File: config.mk
export PLATFORM = sky130hd
export DESIGN_NAME = vram_reader_flat
export DESIGN_NICKNAME = d
export VERILOG_FILES = /design/src/rtl/vram_pkg.sv /design/src/rtl/vram_reader_if.sv /design/src/rtl/vram_addr_gen.sv /design/src/rtl/vram_reader.sv /design/src/flat_wrapper.sv
export SDC_FILE = /design/constraint.sdc
export NUM_CORES = 1
export LEC_CHECK = 0
export CAP_MARGIN = 20
export CORE_MARGIN = 4
export CORE_UTILIZATION = 27
export DETAILED_ROUTE_END_ITERATION = 10
export HOLD_SLACK_MARGIN = 0.03
export SETUP_SLACK_MARGIN = 0.15
export SYNTH_ARGS = -nofsm -noshare
export SYNTH_HDL_FRONTEND = slang
export SYNTH_SLANG_ARGS = --single-unit
File: constraint.sdc
create_clock -name clk -period 5.3 [get_ports clk]
set_clock_uncertainty 0.2 [all_clocks]
set_input_delay 1.59 -clock clk [delete_from_list [all_inputs] [get_ports clk]]
set_output_delay 1.59 -clock clk [all_outputs]
set_load 0.01 [all_outputs]
File: src/rtl/vram_pkg.sv
// Shared types and helpers for the ZBT frame-buffer display reader.
// Pixels are 18-bit YCrCb {Y[17:10], Cr[9:5], Cb[4:0]}; two pixels per 36-bit word.
package vram_pkg;

  localparam int PIX_W  = 18;
  localparam int WORD_W = 36;
  localparam int ADDR_W = 19;

  localparam int LINE_W = 9;
  localparam int WIDX_W = 9;

  localparam int Y_MSB  = 17;
  localparam int Y_LSB  = 10;
  localparam int CR_MSB = 9;
  localparam int CR_LSB = 5;
  localparam int CB_MSB = 4;
  localparam int CB_LSB = 0;

  typedef logic [PIX_W-1:0]  pixel_t;
  typedef logic [WORD_W-1:0] word_t;
  typedef logic [ADDR_W-1:0] addr_t;

  function automatic addr_t pack_addr(input logic [LINE_W-1:0] line,
                                      input logic              field,
                                      input logic [WIDX_W-1:0] word_idx);
    return {line, field, word_idx};
  endfunction

  // Even columns live in the upper half of the word, odd columns in the lower half.
  function automatic pixel_t unpack_pixel(input word_t word, input logic odd);
    pixel_t half;
    half = odd ? word[PIX_W-1:0] : word[WORD_W-1:PIX_W];
    return {half[Y_MSB:Y_LSB], half[CR_MSB:CR_LSB], half[CB_MSB:CB_LSB]};
  endfunction

endpackage

File: src/rtl/vram_reader_if.sv
// ZBT read port as seen by the display reader: address/strobe out, read data back.
interface vram_reader_if;
  import vram_pkg::*;

  addr_t vram_addr;
  logic  vram_rd;
  word_t vram_read_data;

  modport master (output vram_addr, output vram_rd, input vram_read_data);
  modport slave  (input vram_addr, input vram_rd, output vram_read_data);

endinterface

File: src/rtl/vram_addr_gen.sv
// Fetch-ahead address generator: looks FORECAST columns ahead of the raster and
// issues one ZBT read per pixel pair. VRAM_LINE_DOUBLE_EN forces field 0 (bob deinterlace).
module vram_addr_gen
  import vram_pkg::*;
#(
  parameter int H_TOTAL    = 1344,
  parameter int V_TOTAL    = 806,
  parameter int IMG_W      = 640,
  parameter int IMG_H      = 480,
  parameter int RD_LATENCY = 2
) (
  input  logic        clk,
  input  logic        reset,
  input  logic [10:0] hcount,
  input  logic [9:0]  vcount,
  output addr_t       vram_addr,
  output logic        vram_rd
);

  localparam int FORECAST = RD_LATENCY + 3;

  logic [11:0] f_raw;
  logic [11:0] fetch_col;
  logic [9:0]  fetch_row;
  logic        field;
  logic        issue;

  // Lookahead past the end of the line lands on the start of the next row,
  // which is how column 0 gets prefetched during horizontal blanking.
  always_comb begin
    f_raw     = {1'b0, hcount} + 12'(FORECAST);
    fetch_col = f_raw;
    fetch_row = vcount;
    if (f_raw >= 12'(H_TOTAL)) begin
      fetch_col = f_raw - 12'(H_TOTAL);
      fetch_row = (vcount == 10'(V_TOTAL - 1)) ? 10'd0 : vcount + 10'd1;
    end
    issue = !fetch_col[0] && (fetch_col < 12'(IMG_W)) && (fetch_row < 10'(IMG_H));
  end

`ifdef VRAM_LINE_DOUBLE_EN
  assign field = 1'b0;
`else
  assign field = fetch_row[0];
`endif

  always_ff @(posedge clk) begin
    if (reset) begin
      vram_addr <= '0;
      vram_rd   <= 1'b0;
    end else begin
      vram_rd <= issue;
      if (issue) begin
        vram_addr <= pack_addr(fetch_row[9:1], field, fetch_col[9:1]);
      end
    end
  end

endmodule

File: src/rtl/vram_reader.sv
// Display-side ZBT frame-buffer reader: prefetches words ahead of the XGA raster
// and emits one registered YCrCb pixel per clock. Honours VRAM_LINE_DOUBLE_EN via vram_addr_gen.
module vram_reader
  import vram_pkg::*;
#(
  parameter int H_TOTAL    = 1344,
  parameter int V_TOTAL    = 806,
  parameter int IMG_W      = 640,
  parameter int IMG_H      = 480,
  parameter int RD_LATENCY = 2
) (
  input  logic         clk,
  input  logic         reset,
  input  logic [10:0]  hcount,
  input  logic [9:0]   vcount,
  vram_reader_if.master bus,
  output pixel_t       pixel,
  output logic         pixel_valid
);

  logic [RD_LATENCY:0] tag_pipe;
  word_t               word_reg;
  logic                in_image;

  vram_addr_gen #(
    .H_TOTAL   (H_TOTAL),
    .V_TOTAL   (V_TOTAL),
    .IMG_W     (IMG_W),
    .IMG_H     (IMG_H),
    .RD_LATENCY(RD_LATENCY)
  ) u_addr_gen (
    .clk      (clk),
    .reset    (reset),
    .hcount   (hcount),
    .vcount   (vcount),
    .vram_addr(bus.vram_addr),
    .vram_rd  (bus.vram_rd)
  );

  // The tag pipe marks which returning data belongs to our reads, so clearing
  // it on reset drops anything that was already in flight.
  always_ff @(posedge clk) begin
    if (reset) begin
      tag_pipe <= '0;
      word_reg <= '0;
    end else begin
      tag_pipe <= {tag_pipe[RD_LATENCY-1:0], bus.vram_rd};
      if (tag_pipe[RD_LATENCY]) begin
        word_reg <= bus.vram_read_data;
      end
    end
  end

  assign in_image = (hcount < 11'(IMG_W)) && (vcount < 10'(IMG_H));

  always_ff @(posedge clk) begin
    if (reset) begin
      pixel       <= '0;
      pixel_valid <= 1'b0;
    end else begin
      pixel_valid <= in_image;
      pixel       <= in_image ? unpack_pixel(word_reg, hcount[0]) : '0;
    end
  end

endmodule

File: src/flat_wrapper.sv
// flat-port wrapper written by rule: the top's interface ports become plain ports
module vram_reader_flat import vram_pkg::*;
#(
  parameter int H_TOTAL    = 1344,
  parameter int V_TOTAL    = 806,
  parameter int IMG_W      = 640,
  parameter int IMG_H      = 480,
  parameter int RD_LATENCY = 2
)
  (clk, reset, hcount, vcount, pixel, pixel_valid, bus_vram_addr, bus_vram_rd, bus_vram_read_data);
  vram_reader_if bus_i ();
  input  logic clk;
  input  logic reset;
  input  logic [10:0] hcount;
  input  logic [9:0] vcount;
  output pixel_t pixel;
  output logic pixel_valid;
  output wire logic [$bits(bus_i.vram_addr)-1:0] bus_vram_addr;
  output wire logic [$bits(bus_i.vram_rd)-1:0] bus_vram_rd;
  input wire logic [$bits(bus_i.vram_read_data)-1:0] bus_vram_read_data;
  assign bus_vram_addr = bus_i.vram_addr;
  assign bus_vram_rd = bus_i.vram_rd;
  assign bus_i.vram_read_data = bus_vram_read_data;
  vram_reader #(.H_TOTAL(H_TOTAL), .V_TOTAL(V_TOTAL), .IMG_W(IMG_W), .IMG_H(IMG_H), .RD_LATENCY(RD_LATENCY)) u_core (.clk(clk), .reset(reset), .hcount(hcount), .vcount(vcount), .bus(bus_i), .pixel(pixel), .pixel_valid(pixel_valid));
endmodule
# Yosys cells after proc, flatten, opt, wreduce, memory -nomap -nowiden
# Cells that the tools add are included.
[word_totals] regBits=78 input_bits=59 word_cells=25
[classes] addsub=3 n_lt_le_gt_ge=5 eq_ne=1 muxes=4 bitwise_logic=1 n_reduce_logical=5
[op_table] op="$lt 10x9->1 const B" n=2
[op_table] op="$mux 10" n=2
[op_table] op="$mux 18" n=1
[op_table] op="$add 11x3->12 const B" n=1
[op_table] op="$ge 12x11->1 const B" n=1
[op_table] op="$lt 12x10->1 const B" n=1
[op_table] op="$mux 12" n=1
[op_table] op="$sub 12x11->12 const B" n=1
[op_table] op="$lt 11x10->1 const B" n=1
[op_table] op="$add 10x1->10 const B" n=1
[op_table] op="$eq 10x10->1 const B" n=1
[op_table] op="$logic_and 1x1->1" n=3
[op_table] op="$reduce_or 2->1" n=1
[op_table] op="$logic_not 1->1" n=1
[op_table] op="$not 1->1" n=1

# Longest topological paths before layout
# Gate-level depths: netlist of the first run.
[logic_depth] ltp_word=6 depth_mapped=16 ltp_nobuf=13

# Hierarchy
# From an unflattened synthesis of the first run, not the netlist that was laid out.
[unflattened] hier_cells=418 hier_area_um2=3952.5
[by_module_without_submodules] mod="vram_reader" instances=1 cells_per_inst=189 area_per_inst_um2=2138.3 seq_area_each_um2=1161.1
[by_module_without_submodules] mod="vram_addr_gen" instances=1 cells_per_inst=229 area_per_inst_um2=1814.2 seq_area_each_um2=400.4

# Least setup slack after synthesis of the first run
# OpenSTA, ideal clock, no wires.
[synth_timing] path_kind="input to register" startpoint="input hcount[0]" endpoint="register u_core.u_addr_gen.vram_addr[15]" setup_ns=0.143 t_arrival_ns=4.109 path_slack_ns=0.848 stages=16 path_buffers=3 path_cell_list="ha_1 > o2111ai_4 > xor2_1 > inv_1 > ha_1 > nand3_1 > o21ai_1 > a21oi_2 > or2_1 > buf_6 > a41oi_4 > o31a_1 > buf_2 > buf_6 > a21oi_1 > a211oi_2"
[synth_between] elab_chain_cells=6
[synth_lines] element="start: declaration" line="flat_wrapper.sv:14" rtl="input logic [10:0] hcount;"
[synth_lines] element="$add 11x3->12 (*)" line="vram_addr_gen.sv:31" rtl="f_raw = {1'b0, hcount} + 12'(FORECAST);"
[synth_lines] element="$sub 12x11->12 or $ge 12x11->1 (tied branches)" line="vram_addr_gen.sv:35, vram_addr_gen.sv:34"
[synth_lines] element="$mux 12" line="vram_addr_gen.sv:34" rtl="if (f_raw >= 12'(H_TOTAL)) begin"
[synth_lines] element="$lt 12x10->1 or $logic_not 1->1 (tied branches)" line="vram_addr_gen.sv:38" rtl="issue = !fetch_col[0] && (fetch_col < 12'(IMG_W)) && (fetch_row < 10'(IMG_H));"
[synth_lines] element="$logic_and 1x1->1 (2 in a row)" line="vram_addr_gen.sv:38"
[synth_lines] element="end signal: assignment" line="vram_addr_gen.sv:54" rtl="vram_addr <= pack_addr(fetch_row[9:1], field, fetch_col[9:1]);"
[synth_lines] element="end: declaration" line="vram_addr_gen.sv:16" rtl="output addr_t vram_addr,"
# Every way passes the cells marked *; elsewhere a longest branch is shown, timed or not.
# A chain may end at the register's enable or synchronous reset.

# Final worst setup path of the first run
[layout_timing] startpoint="input hcount[1]" endpoint="register u_core.u_addr_gen.vram_addr[9]"
# Same word-level chain as after synthesis.

==> impl_metrics.ini, run 1 <==
[routing]
ant_nets = 0
drc = 0
routed_wirelength_um = 9800
drt-wirelength-per-cell_um = 14.6
first_iter_violations = 251
vias = 3134
drtPass1Iterations = 4
via_per_inst = 4.67

[logic_synthesis]
synth_top_family_by_area = simple AND/OR/NAND/NOR gates
synth-simple-area-share_pct = 17.8
synth-main-ff-cell = dfxtp_1
yosysUniqueCellTypes = 61
async_flop_share_pct = 0
yosysTopAreaCellShare_pct = 41.7
syn_area_sq_um = 3750
synth-edff-count = 0
synth_warnings = 0
syn-num-nets = 460
synth_seq_area_share_pct = 41.7
synth_compound_area_share_pct = 15.3
synth_xor_area_share_pct = 4.17
synth_area_leader_cell = dfxtp_1
avgSynthCellArea_sq_um = 9.49
ys_ff_latch = 78
netlist_instances = 395
ys_top_cells_by_area = dfxtp_1, mux2i_1, nor2_1
synth_fa_ha_area_share_pct = 2.00
muxShareOfSynthArea_pct = 15.0

[setup_path]
start_kind = primary input
path_cells = clkdlybuf4s50_1 > ha_1 > o2111ai_4 > xor2_1 > inv_1 > ha_1 > nand3_1 > o21ai_1 > a21oi_2 > or2_1 > a22oi_2 > o31ai_4 > nor2_2 > buf_4 > a311oi_1
critical_path_peak_fanout = 14
crit_buf_inv = 3
end_kind = register
cp_top_family = compound AO/OA/AOI/OAI gates
worst-endpoint-required_ps = 5330
critPathMaxStageDelay_ps = 490
cp.arrival_ps = 4930
crit_type = in2reg
crit_top_cell = ha_1
slowest_stage = clkdlybuf4s50_1

[pwr]
leakage_uw = 0.00182
vdd_drop_max_mv = 0.120
p_per_area_nw_per_um2 = 282

[floorplanning]
dieHeight_um = 126
core_sq_um = 13400
io_pins = 98
num_rows = 42
start_util_pct = 28.0
die_area_sq_um = 15800
die_x_um = 126

[timing]
slew_violations = 0
max_freq_mhz = 204
rsz0062_at_grt = no
fin_tns_setup_ps = 0
hold_viol_final = 0
worst_pin_slew_ps = 1120
fin_crit_sh_pct = 92.4
finalSetupViolations = 0
slew-limit-headroom_pct = 25.0
layout_min_cycle_time_ps = 4900

[cells_and_area]
postLayoutCellArea_sq_um = 5230
nets = 555
finalNonFillerCells = 671
utilization_pct = 39.0
area_delta_synth_final_pct = 39.5
antenna-diode-count = 0
multi_input_area_sq_um = 2030
n_fill_cell = 1330
final_layout_size_suffix_gt1_share_pct = 11.5
largest_reg_flops = 36
seqCellArea_sq_um = 1560

[run]
cap_viol_max_count = 0

[clock_tree]
htreeDepth = 3
path_clk_slew_ps = 50
numCtsBuffers = 9
clockBufferDepth = 2
cts.sinks = 78
cts_tree = yes
insertion_delay_ps = 330
cts_resized = 0
cts_setup_buffers = 0
postCtsHoldBufs = 0
cts-root-buf = clkbuf_16

[place]
place_inst = 655
place_congestion = 0.837
port_buffers = 97
post-dp-hpwl_um = 7170
placed_cell_area_sq_um = 4890

[global_routing]
grt_pass1_wl_um = 16200
grt_max_degree = 46
antenna_found_initial = 0
grt_pass1_vias = 3168
track_usage_pct = 12.5
grt.overflow.total = 0

[min_path]
hp-class = reg2reg

[status]
outcome = finished clean
-- synthesized netlist by cell type, types with 2 or more instances --
cell type and number:
nor2b_1 3, or4_1 4, and2_1 2, or3_1 3, nand2b_1 2, xor2_1 8
buf_1 4, inv_1 5, o21ai_0 16, nand3_1 14, nor4b_1 2, ha_1 6
nand3b_1 3, o31ai_1 2, a21o_1 2, buf_2 3, a211oi_2 5, a311oi_2 2
a21oi_1 20, nor2_1 65, nand2_1 16, nor3_1 7, o211ai_1 3, clkbuf_1 13
mux2i_1 56, xnor2_1 8, and3_1 3, a311oi_1 4, buf_6 4, a21oi_2 2
dfxtp_1 78
-- per-stage QoR --
stage | hold WS (ps) | worst slack, ps | total power (uW)
finish | 236 | 402 | 1470
global route | 264 | 187 | 1540
floorplan | 214 | 848 | 725
CTS | 237 | 378 | 1500
global placement | 221 | 199 | 819
detailed placement | 223 | 51.9 | 820
-- cell type report --
type | instances | share of cell area [%]
repair buffers | 110 | 20.2
multi-input cells | 286 | 38.9
flip-flops and latches | 78 | 29.9
well taps | 176 | 4.21
inverters | 5 | 0.359
clock buffers | 11 | 4.83
clock inverters | 5 | 1.56
-- report_power, final --
part / internal [uW] / leakage (uW) / switching [uW] / total, uW
Clock: 438 / 0.000162 / 230 / 668
Combinational: 100 / 0.00103 / 101 / 201
Sequential: 598 / 0.000631 / 7.79 / 606
-- cells in the final DEF, fill, tap and decap left out, drive strengths merged, types with 2 or more instances in the layout --
cell type and n:
or2 2, nor2 67, o21ai 17, o31ai 3, nor2b 3, a211oi 6
clkdlybuf4s50 95, clkinv 2, a21o 2, bufinv 2, o2111ai 2, inv 5
nand3b 3, or4 4, xor2 9, and3 4, mux2i 56, nand2b 2
a311oi 6, nor3b 2, dfxtp 78, and2 3, clkbuf 11, ha 6
nand3 14, or3 3, a21oi 22, o211ai 3, buf 15, nor4b 2
nor3 8, nand2 16, xnor2 8
-- layer usage --
layer	wire (um)	GRT usage, %	vias to the layer above	share of wire, %
li1	-	-	1583	-
met1	4540	15.7	1446	46
met2	4490	20.5	93	46
met3	595	3.73	12	6.1
met4	164	4.35	0	1.7
met5	0	0	-	0
-- cells by family (layout without fill, tap and decap cells) --
kind of cell	Yosys count	count (layout)
flip-flops	78	78
AO/OA/AOI/OAI	72	72
XOR/XNOR	17	17
adder cells (fa/ha/maj)	6	6
AND/OR/NAND/NOR	135	135
buffers and inverters	31	131
multiplexers	56	56
-- worst paths after layout --
check	startpoint	to	slack (ps)	depth (start not counted)
min reg2reg	u_core.tag_pipe[1]	u_core.tag_pipe[2]	240	1
min	u_core.tag_pipe[1]	u_core.tag_pipe[2]	240	1
max reg2reg	u_core.tag_pipe[2]	u_core.word_reg[27]	3530	2
max	hcount[1]	u_core.u_addr_gen.vram_addr[9]	400	15
-- worst register-to-register path: cells and delay by family (launching register included) --
kind          cells  cell delay (ps)
mux               1              320
flops             1             1070
simple gates      1               50
Note: power is estimated with default switching activity, not from simulation.
==> run 2, diff against run 1 <==
Settings changed: GPL_ROUTABILITY_DRIVEN set to 0.
==> results of run 2 <==
Same layout as run 1: the final DEF is identical, and so are final timing and power.
